--- src/rtl/dvp_camera_emulator.sv ---
// OV7670-style DVP source: vsync/href framing with RGB565 test patterns, one byte per clock.
// Outputs are registered from next-state values, so each output lines up with the state register.
module dvp_camera_emulator #(
   parameter int unsigned p_width        = 640,
   parameter int unsigned p_height       = 480,
   parameter int unsigned p_hblank       = 144,
   parameter int unsigned p_vsync_lines  = 3,
   parameter int unsigned p_vback_lines  = 17,
   parameter int unsigned p_vfront_lines = 10
) (
   input  logic        i_clk,
   input  logic        i_rst,
   input  logic        i_enable,
   input  logic [1:0]  i_pattern,
   input  logic [15:0] i_color,
   output logic        o_vsync,
   output logic        o_href,
   output logic [7:0]  o_data,
   output logic        o_frame_done,
   output logic        o_busy,
   output logic [7:0]  o_frame_count
);

   localparam int unsigned L    = 2 * p_width + p_hblank;
   localparam int unsigned CW   = (L > 1) ? $clog2(L) : 1;
   localparam int unsigned LM01 = (p_vsync_lines > p_vback_lines) ? p_vsync_lines : p_vback_lines;
   localparam int unsigned LM23 = (p_height > p_vfront_lines) ? p_height : p_vfront_lines;
   localparam int unsigned LMAX = (LM01 > LM23) ? LM01 : LM23;
   localparam int unsigned LW   = (LMAX > 1) ? $clog2(LMAX) : 1;

   typedef enum logic [2:0] {S_IDLE, S_VSYNC, S_VBACK, S_ACTIVE, S_VFRONT} state_t;

   state_t        state_q, state_d;
   logic [CW-1:0] col_q, col_d;
   logic [LW-1:0] line_q, line_d;
   logic [LW-1:0] last_line;
   logic [1:0]    pat_q;
   logic [15:0]   color_q;
   logic          last_col, frame_end, start;
   logic [15:0]   x, y, pix;
   logic          vsync_q, vsync_d, href_q, href_d, done_q, busy_q, busy_d;
   logic [7:0]    data_q, data_d, count_q;

   always_comb begin
      state_d   = state_q;
      col_d     = col_q;
      line_d    = line_q;
      frame_end = 1'b0;
      start     = 1'b0;
      last_col  = (col_q == CW'(L - 1));
      case (state_q)
         S_VSYNC:  last_line = LW'(p_vsync_lines - 1);
         S_VBACK:  last_line = LW'(p_vback_lines - 1);
         S_ACTIVE: last_line = LW'(p_height - 1);
         default:  last_line = LW'(p_vfront_lines - 1);
      endcase

      if (state_q == S_IDLE) begin
         if (i_enable) begin
            state_d = S_VSYNC;
            start   = 1'b1;
         end
      end else begin
         col_d = last_col ? '0 : col_q + CW'(1);
         if (last_col) begin
            if (line_q == last_line) begin
               line_d = '0;
               case (state_q)
                  S_VSYNC:  state_d = S_VBACK;
                  S_VBACK:  state_d = S_ACTIVE;
                  S_ACTIVE: state_d = S_VFRONT;
                  default: begin
                     frame_end = 1'b1;
                     start     = i_enable;
                     state_d   = i_enable ? S_VSYNC : S_IDLE;
                  end
               endcase
            end else begin
               line_d = line_q + LW'(1);
            end
         end
      end

      // Pixel for the position the state register is about to hold
      x = 16'(col_d >> 1);
      y = 16'(line_d);
      case (pat_q)
         2'd0:    pix = color_q;
         2'd1:    pix = x;
         2'd2:    pix = y;
         default: pix = (x[3] ^ y[3]) ? 16'hFFFF : 16'h0000;
      endcase
      href_d  = (state_d == S_ACTIVE) && (col_d < CW'(2 * p_width));
      data_d  = href_d ? (col_d[0] ? pix[7:0] : pix[15:8]) : '0;
      vsync_d = (state_d == S_VSYNC);
      busy_d  = (state_d != S_IDLE);
   end

   always_ff @(posedge i_clk) begin
      if (i_rst) begin
         state_q <= S_IDLE;
         col_q   <= '0;
         line_q  <= '0;
         pat_q   <= '0;
         color_q <= '0;
         vsync_q <= 1'b0;
         href_q  <= 1'b0;
         data_q  <= '0;
         done_q  <= 1'b0;
         busy_q  <= 1'b0;
         count_q <= '0;
      end else begin
         state_q <= state_d;
         col_q   <= col_d;
         line_q  <= line_d;
         if (start) begin
            pat_q   <= i_pattern;
            color_q <= i_color;
         end
         vsync_q <= vsync_d;
         href_q  <= href_d;
         data_q  <= data_d;
         done_q  <= frame_end;
         busy_q  <= busy_d;
         if (frame_end) count_q <= count_q + 8'd1;
      end
   end

   assign o_vsync       = vsync_q;
   assign o_href        = href_q;
   assign o_data        = data_q;
   assign o_frame_done  = done_q;
   assign o_busy        = busy_q;
   assign o_frame_count = count_q;

endmodule

--- config.mk ---
export PLATFORM = sky130hd
export DESIGN_NAME = dvp_camera_emulator
export DESIGN_NICKNAME = d
export VERILOG_FILES = /design/src/rtl/dvp_camera_emulator.sv
export SDC_FILE = /design/constraint.sdc
export NUM_CORES = 1
export LEC_CHECK = 0
export CAP_MARGIN = 5
export CORE_MARGIN = 8
export CORE_UTILIZATION = 40
export CTS_BUF_LIST = sky130_fd_sc_hd__clkbuf_4 sky130_fd_sc_hd__clkbuf_8
export DETAILED_ROUTE_END_ITERATION = 12
export GPL_ROUTABILITY_DRIVEN = 0
export PLACE_DENSITY = 0.7
export SYNTH_ARGS = -nofsm -noshare
export SYNTH_HDL_FRONTEND = slang
export SYNTH_SLANG_ARGS = --single-unit
export TNS_END_PERCENT = 50
--- constraint.sdc ---
create_clock -name i_clk -period 3.3 [get_ports i_clk]
set_input_delay 0.99 -clock i_clk [delete_from_list [all_inputs] [get_ports i_clk]]
set_output_delay 0.99 -clock i_clk [all_outputs]
set_load 0.02 [all_outputs]
* Word level (Yosys, flattened, before mapping)
Index checks and enable logic that the tools add are counted.
Cells by class: $lt $le $gt $ge 1, reduce and logical (&&, ||, !) cells 6, bitwise logic cells 2, $add $sub $neg 3, equal/unequal tests 9, muxes and demuxes 24
Operators with widths (number):
- one-hot mux 16 bit (3 select lines) | 1
- 2-to-1 mux 9 bit | 3
- one-hot mux 9 bit (3 select lines) | 1
- 2-to-1 mux 11 bit | 2
- 2-to-1 mux 16 bit | 1
- 2-to-1 mux 3 bit | 4
- adder 11 x 1 -> 11 bit, second input constant | 1
- equality test 11 bit, second input constant | 1
- less-than comparator 11 bit, second input constant | 1
- 2-to-1 mux 1 bit | 10
- adder 9 x 1 -> 9 bit, second input constant | 1
- equality test 3 x 2 -> 1 bit, second input constant | 3
- equality test 9 bit | 1
- one-hot mux 3 bit (3 select lines) | 1
- adder 8 x 1 -> 8 bit, second input constant | 1
- 2-to-1 mux 8 bit | 1
- equality test 3 x 1 -> 1 bit, second input constant | 2
- logical NOT 3 bit | 1
- nonzero test 3 bit | 1
- OR reduction 3 bit | 1
- equality test 2 x 1 -> 1 bit, second input constant | 1
- equality test 2 bit, second input constant | 1
- logical NOT 2 bit | 1
- OR reduction 2 bit | 1
- other kinds (3) | 3
Word-level totals: logic and storage cells 56, flip-flop bits (word level) 61, output and inout port bits 20, bits of input ports 21

* Longest topological paths before layout
Gate-level depths: netlist of the first run.
depth after elaboration 10, mapped depth 10, mapped depth without buffers 8

* Worst setup path before layout of the first run
OpenSTA, ideal clock, no wires.
kind input-to-reg, start input i_rst, end register data_q[7], in the netlist o_data[7], arrival time 2.316 ns, buffers on the path 2, path slack 0.910 ns, required time 3.226 ns, stages 7, library setup time 0.074 ns, cell sequence buf_1 > or3b_2 > a31oi_1 > a211oi_1 > a211o_1 > buf_6 > a31oi_1
On the way: longest elaborated chain between the ends 1
RTL lines:
- start: declaration | RTL line 12 | input logic i_rst,
- OR reduction 2 bit (no source line)
- end signal: assignment | RTL line 122 | data_q <= data_d;
- end: declaration | RTL line 42 | logic [7:0] data_q, data_d, count_q;
No other way between the ends. A chain may end at the register's enable or synchronous reset.

* Worst setup path after layout of the first run
start register state_q[2], end register color_q[9]
On the way: longest elaborated chain between the ends 6, elaborated cells on any way between the ends 11, those cells by class eq/ne (4); mux (5); reduce/logical (2)
RTL lines:
- start: declaration | RTL line 33 | state_t state_q, state_d;
- start signal: assignment | RTL line 113 | state_q <= state_d;
- equality test 3 x 2 -> 1 bit / equality test 3 x 1 -> 1 bit (equally long branches) | RTL line 51, 68
- one-hot mux 9 bit (3 select lines) / OR reduction 3 bit (equally long branches)
- equality test 9 bit / 2-to-1 mux 1 bit (equally long branches) | RTL line 66, 68
- 2-to-1 mux 1 bit | RTL line 66 | if (line_q == last_line) begin
- 2-to-1 mux 1 bit | RTL line 65 | if (last_col) begin
- 2-to-1 mux 1 bit * | RTL line 58 | if (state_q == S_IDLE) begin
- end signal: assignment | RTL line 118 | color_q <= i_color;
- end: declaration | RTL line 38 | logic [15:0] color_q;
Every way passes the cells marked *; elsewhere a longest branch is shown, timed or not.

==> results of run 1 <==
[power groups by stage]
stage | logic (mW) | clock network [mW] | registers [mW]
2_1_floorplan | 0.159 | 0 | 0.791
3_3_place_gp | 0.205 | 0 | 0.799
3_5_place_dp | 0.209 | 0 | 0.800
4_1_cts | 0.210 | 0.588 | 0.784
5_1_grt | 0.228 | 0.623 | 0.787
6_report | 0.210 | 0.572 | 0.784
[path summary, 6_finish.rpt]
check	startpoint	endpoint	depth (start not counted)	slack [ns]
setup / recovery	state_q[2]$_SDFF_PP0_	color_q[9]$_SDFFE_PP0P_	7	0.38
hold reg to reg	color_q[5]$_SDFFE_PP0P_	color_q[5]$_SDFFE_PP0P_	2	0.49
hold / removal	color_q[5]$_SDFFE_PP0P_	color_q[5]$_SDFFE_PP0P_	2	0.49
setup reg to reg	state_q[2]$_SDFF_PP0_	color_q[9]$_SDFFE_PP0P_	7	0.38
[area by class of cell]
class | instances | area share [%]
tap | 99 | 3.45
timing repair buffer | 44 | 11.9
clock inverter | 5 | 0.767
sequential | 61 | 34.0
inverter | 4 | 0.419
clock buffer | 11 | 3.87
multi-input combinational | 258 | 45.6
[cell usage in the layout (no fill, tap or decap), types with 10 or more instances in the layout]
master            n
clkdlybuf4s50_1  39
xor2_1           10
a21oi_1          18
dfxtp_1          61
nor3_1           16
xnor2_1          10
nand2_1          22
nor2_1           53
nand3_1          10
mux2i_1          28
[logic make-up (layout without fill, tap and decap cells)]
logic type / count (synthesis) / after routing / synth area share (%)
AO/OA/AOI/OAI: 59 / 59 / 13.3
buffers and inverters: 24 / 64 / 4.24
flip-flops: 61 / 61 / 40.9
multiplexers: 29 / 29 / 9.77
AND/OR/NAND/NOR: 147 / 147 / 24.7
XOR/XNOR: 20 / 20 / 5.87
adder cells (fa/ha/maj): 3 / 3 / 1.26
[sequential cells by signal (all words and copies together) (netlist names)]
name	flops
line_q	9
o_frame_count	8
o_data	8
o_href	1
o_busy	1
o_frame_done	1
color_q	16
col_q	11
pat_q	2
o_vsync	1
state_q	3
[worst register-to-register path, stage by stage, from the launching register on]
cell      delay [ns]
dfxtp_1         0.61
o21ba_1         0.25
a21o_1          0.18
a221oi_1        0.40
nand4_1         0.36
a21bo_1         0.63
mux2i_1         0.31
nor2_1          0.06
[metal layers]
layer / wire [µm] / share of wire [%] / GRT usage (%) / vias to the layer above
li1: - / - / - / 1302
met1: 3110 / 44 / 16.6 / 1260
met2: 3510 / 50 / 22.8 / 56
met3: 316 / 4.5 / 3.88 / 11
met4: 113 / 1.6 / 7.00 / 0
met5: 0 / 0 / 0 / -
==> results.md, run 1 <==
- Area of the multi-input gates: 0.00164 mm²
- Design Power: 1.57 mW
- Drt pass-1 iters: 5
- CTS sink cnt: 61
- Number of global-route vias before repair: 2469
- Fin crit share: 88.4%
- YS warnings: 0
- Power Dens Cells: 436 mW/mm²
- Initial antenna violation count: 0
- Syn_nets: 367
- Postcts setup bufs: 0
- Htree depth: 3
- Final setup viols: 0
- Minimum clock period: 2.92 ns
- Mapped Cells: 343
- Critical path cell sequence: o21ba_1, a21o_1, a221oi_1, nand4_1, a21bo_1, mux2i_1, nor2_1
- Worst clock skew: 0.0121 ns
- Post-CTS sizing: 0
- Per-cell routed wire length: 14.6 µm
- DRC: 0
- Worst EP required: 3.51 ns
- Synth Register Bits: 61
- Number of CTS-inserted buffers: 9
- Buffers on Ports: 40
- Final Hold Fails: 0
- Crit end category: flop
- Area grow syn2layout: 20.3%
- Post-route setup slack: 0.384 ns
- Synth area leaders: dfxtp_1 41%, mux2i_1 9.4%, nor2_1 6.7%
- Total number of vias: 2629
- Synthesized area per cell: 8.70 µm²
- Total GRT Usage: 14.0%
- Max_cap viols: 0
- Nets: 402
- Die height: 102 µm
- Fin cells: 482
- Power share of the sequential group: 50.1%
- Post-synth top flop: dfxtp_1
- Placed cells: 466
- Placed cell area: 0.00342 mm²
- CTS tree: done
- Share of post-route cells with drive strength above 1: 7.05%
- DP HPWL: 5.10 mm
- DRT iter0 DRCs: 139
- Pin count of the biggest net entering global routing: 54
- Starting Density: 41.1%
- First-pass GRT wire length: 11.5 mm
- Post-synth EDFFs: 0
- Worst-path clk slew: 0.07 ns
- Clock latency on the worst-skew pair: 0.35 ns
- Switching power: 0.425 mW
- Die ar.: 0.0105 mm²
- Crit path launch type: flop
- Seq/Total Area, Yosys: 40.9%
- Setup TNS: 0 ns
- Combinational group share of total power: 13.4%
- Reg area: 0.00122 mm²
- Rows: 31
- Crit-path max FO: 18
- Final Cell Area: 0.00359 mm²
- CP top delay family: compound AO/OA/AOI/OAI gates
- Leak pwr: 1.36 nW
- Slew @ Worst Pin: 0.918 ns
- Synth cell types: 55
- Hold Buf Count CTS: 0
- Status: finished, final reports clean
- RSZ-0062 raised after global routing: no
- Setup CP Type: reg2reg
- CP peak stage delay: 0.63 ns
- Buf/Inv on CP: 0
- Clk pwr share: 36.5%
- Diodes inserted: 0
- Relative slew slack: 38.8%
- Syn Std Cell Area: 0.00298 mm²
- HP Class: reg2reg
- Clock Tree Buf Depth: 2
- Top-count cell post-synth: dfxtp_1
- Core Box Area: 0.00725 mm²
- Top-area cell type share of the netlist area: 40.9%
- CP max-delay cell: a21bo_1
- Core Util, Final: 49.5%
- Ys async rst share: 0%
- Post-route ant nets: 0
- IR Drop Worst-Case VDD: 253 µV
- IO Pins: 41
- Post-Place Setup Slack: 0.390 ns
- Total gr overflow: 0
- Most frequent cells after synthesis: 61 x dfxtp_1, 53 x nor2_1, 28 x mux2i_1
- Vias per inst: 5.45
- P_int: 1.14 mW
- Fmax: 0.343 GHz
- Slew Viols, Final: 0
- Fill cells: 700
- Die width: 102 µm
- CP Data Arrival Time: 3.13 ns
- Sw frac: 27.1%
- Min Hold Slack: 0.494 ns
- Cell taking the most area after synthesis: dfxtp_1
- Root Buffer Master: clkbuf_8
- Post-Route WL: 7.05 mm
Note: power is estimated with default switching activity, not from simulation.
==> run 2, diff against run 1 <==
==> constraint.sdc (replaced) <==
create_clock -name i_clk -period 3.2 [get_ports i_clk]
set_input_delay 0.96 -clock i_clk [delete_from_list [all_inputs] [get_ports i_clk]]
set_output_delay 0.96 -clock i_clk [all_outputs]
set_load 0.02 [all_outputs]
==> run 2 against run 1 <==
Compared with the run above:
- non-clock buffer count is 1 higher
- fmax is 1.8% higher
- largest cell class unchanged
- critical endpoint is now color_q[1]$_SDFFE_PP0P_
- global-route usage is 0.13 points lower
- final cell count is 0.21% higher
- via count is 2.8% lower
- count of clock-buffer cells in the layout stayed put
- register-to-register slack worse by 0.05 ns
- setup slack worse by 0.047 ns
- clock skew is 0.00079 ns lower
==> results.md, run 2 (synthesis results as in run 1) <==
- Status: finished, final reports clean
- Root Buffer Master: clkbuf_8
- Placed cells: 467
- Die width: 102 µm
- Crit-path max FO: 18
- Crit path launch type: flop
- Die ar.: 0.0105 mm²
- Slew @ Worst Pin: 0.895 ns
- Fill cells: 703
- Total GRT Usage: 13.9%
- CP Data Arrival Time: 3.08 ns
- Min Hold Slack: 0.494 ns
- HP Class: reg2reg
- Post-Route WL: 6.90 mm
- CTS tree: done
- First-pass GRT wire length: 11.6 mm
- FF-to-FF End: color_q[1]$_SDFFE_PP0P_
- Die height: 102 µm
- DRT iter0 DRCs: 85
- Drt pass-1 iters: 4
- Total number of vias: 2556
- DP HPWL: 5.08 mm
- Reg with most FFs: color_q
- CTS sink cnt: 61
- Fin cells: 483
- DRC: 0
- Hold Buf Count CTS: 0
- Met1 Use GR: 17.4%
- Worst Hold Endpoint: color_q[4]$_SDFFE_PP0P_
- Global Route met2 Usage: 22.4%
- Number of CTS-inserted buffers: 9
- Commonest non-fill, non-tap cell in the layout: dfxtp_1
- Setup CP Type: reg2reg
- Starting Density: 41.1%
- Setup TNS: 0 ns
- Post-route ant nets: 0
- Max_cap viols: 0
- Postcts setup bufs: 0
- Rows: 31
- GRT met3 Usage: 2.93%
- Worst clock skew: 0.0114 ns
- Most frequent cells in the layout: 61 x dfxtp_1, 53 x nor2_1, 39 x clkdlybuf4s50_1
- Core Util, Final: 50.1%
- Final Hold Fails: 0
- Clock latency on the worst-skew pair: 0.34 ns
- Pin count of the biggest net entering global routing: 39
- Htree depth: 3
- Largest registers: color_q x16, col_q x11, line_q x9
- Fmax: 0.349 GHz
- Initial antenna violation count: 0
- Fin crit share: 89.5%
- Worst Hold Path Cells: 2
- Minimum clock period: 2.86 ns
- Vias per inst: 5.29
- Hold_sp: color_q[4]$_SDFFE_PP0P_
- R2R Path Start: state_q[2]$_SDFF_PP0_
- Power Dens Cells: 474 mW/mm²
- Clock Tree Buf Depth: 2
- Post-CTS sizing: 0
- Crit end category: flop
- Max reg flops: 16
- Final setup viols: 0
- Diodes inserted: 0
- R2R cell count: 7
- Number of global-route vias before repair: 2484
- Share of post-route cells with drive strength above 1: 7.29%
- Area grow syn2layout: 21.8%
- IR Drop Worst-Case VDD: 302 µV
- Core Box Area: 0.00725 mm²
- Slew Viols, Final: 0
- Buffers on Ports: 40
- RSZ-0062 raised after global routing: no
- Relative slew slack: 40.3%
- Total gr overflow: 0
- Per-cell routed wire length: 14.3 µm
- Leak pwr: 1.38 nW
- Reg2Reg Setup Slack: 0.34 ns
- Worst EP required: 3.41 ns
- IO Pins: 41
- Worst-path clk slew: 0.07 ns
- Nets: 403
- GRT busiest layer: met2
==> run 2: layout make-up <==
type	count	area (µm²)	area share, %
clock buffers	11	145	3.99
clock inverters	5	60.1	1.65
inverters	4	15.0	0.413
multi-input cells	258	1640	45.0
flip-flops and latches	61	1220	33.6
well taps	99	124	3.41
repair buffers	45	433	11.9
==> run 2: where the power goes <==
part | leakage, nW | internal [mW] | switching [mW]
Clock | 0.103 | 0.391 | 0.305
Combinational | 0.782 | 0.103 | 0.115
Sequential | 0.495 | 0.784 | 0.0245
==> run 2: routing by layer <==
layer,share of wire [%],up-vias
met5,0,-
li1,-,1299
met3,3.6,14
met2,48,58
met1,46,1185
met4,2.3,0
==> run 2: how the worst max path moves through the flow <==
stage,cells past startpoint,slack (ns),startpoint,end
2_1_floorplan,7,0.84,i_rst,o_data[7]$_SDFF_PP0_
3_3_place_gp,7,0.43,state_q[2]$_SDFF_PP0_,pat_q[1]$_SDFFE_PP0P_
3_5_place_dp,7,0.34,state_q[2]$_SDFF_PP0_,color_q[6]$_SDFFE_PP0P_
4_1_cts,7,0.36,state_q[2]$_SDFF_PP0_,color_q[1]$_SDFFE_PP0P_
5_1_grt,7,0.12,state_q[2]$_SDFF_PP0_,color_q[6]$_SDFFE_PP0P_
6_report,7,0.34,state_q[2]$_SDFF_PP0_,color_q[1]$_SDFFE_PP0P_
==> run 2: worst max-delay path: stages, from the launching register on <==
cell and delay (ns):
dfxtp_1 0.62, o21ba_1 0.25, a21o_1 0.18, a221oi_1 0.39, nand4_1 0.33, a21bo_1 0.61, mux2i_1 0.31, nor2_1 0.06
==> run 2: per-stage QoR <==
stage	worst slack [ns]	power [mW]	instance area [µm²]
2_1_floorplan	0.840	0.979	2980
3_3_place_gp	0.432	1.04	3430
3_5_place_dp	0.343	1.04	3430
4_1_cts	0.355	1.74	3630
5_1_grt	0.124	1.79	3630
6_report	0.337	1.72	3630
==> run 3, diff against run 2 <==
--- a/config.mk
+++ b/config.mk
@@ -5,6 +5,7 @@
 export SDC_FILE = /design/constraint.sdc
 export NUM_CORES = 1
 export LEC_CHECK = 0
+export ABC_AREA = 0
 export CAP_MARGIN = 5
 export CORE_MARGIN = 8
 export CORE_UTILIZATION = 40
==> results of run 3 <==
Same layout as run 2: the final DEF is identical, and so are final timing and power.
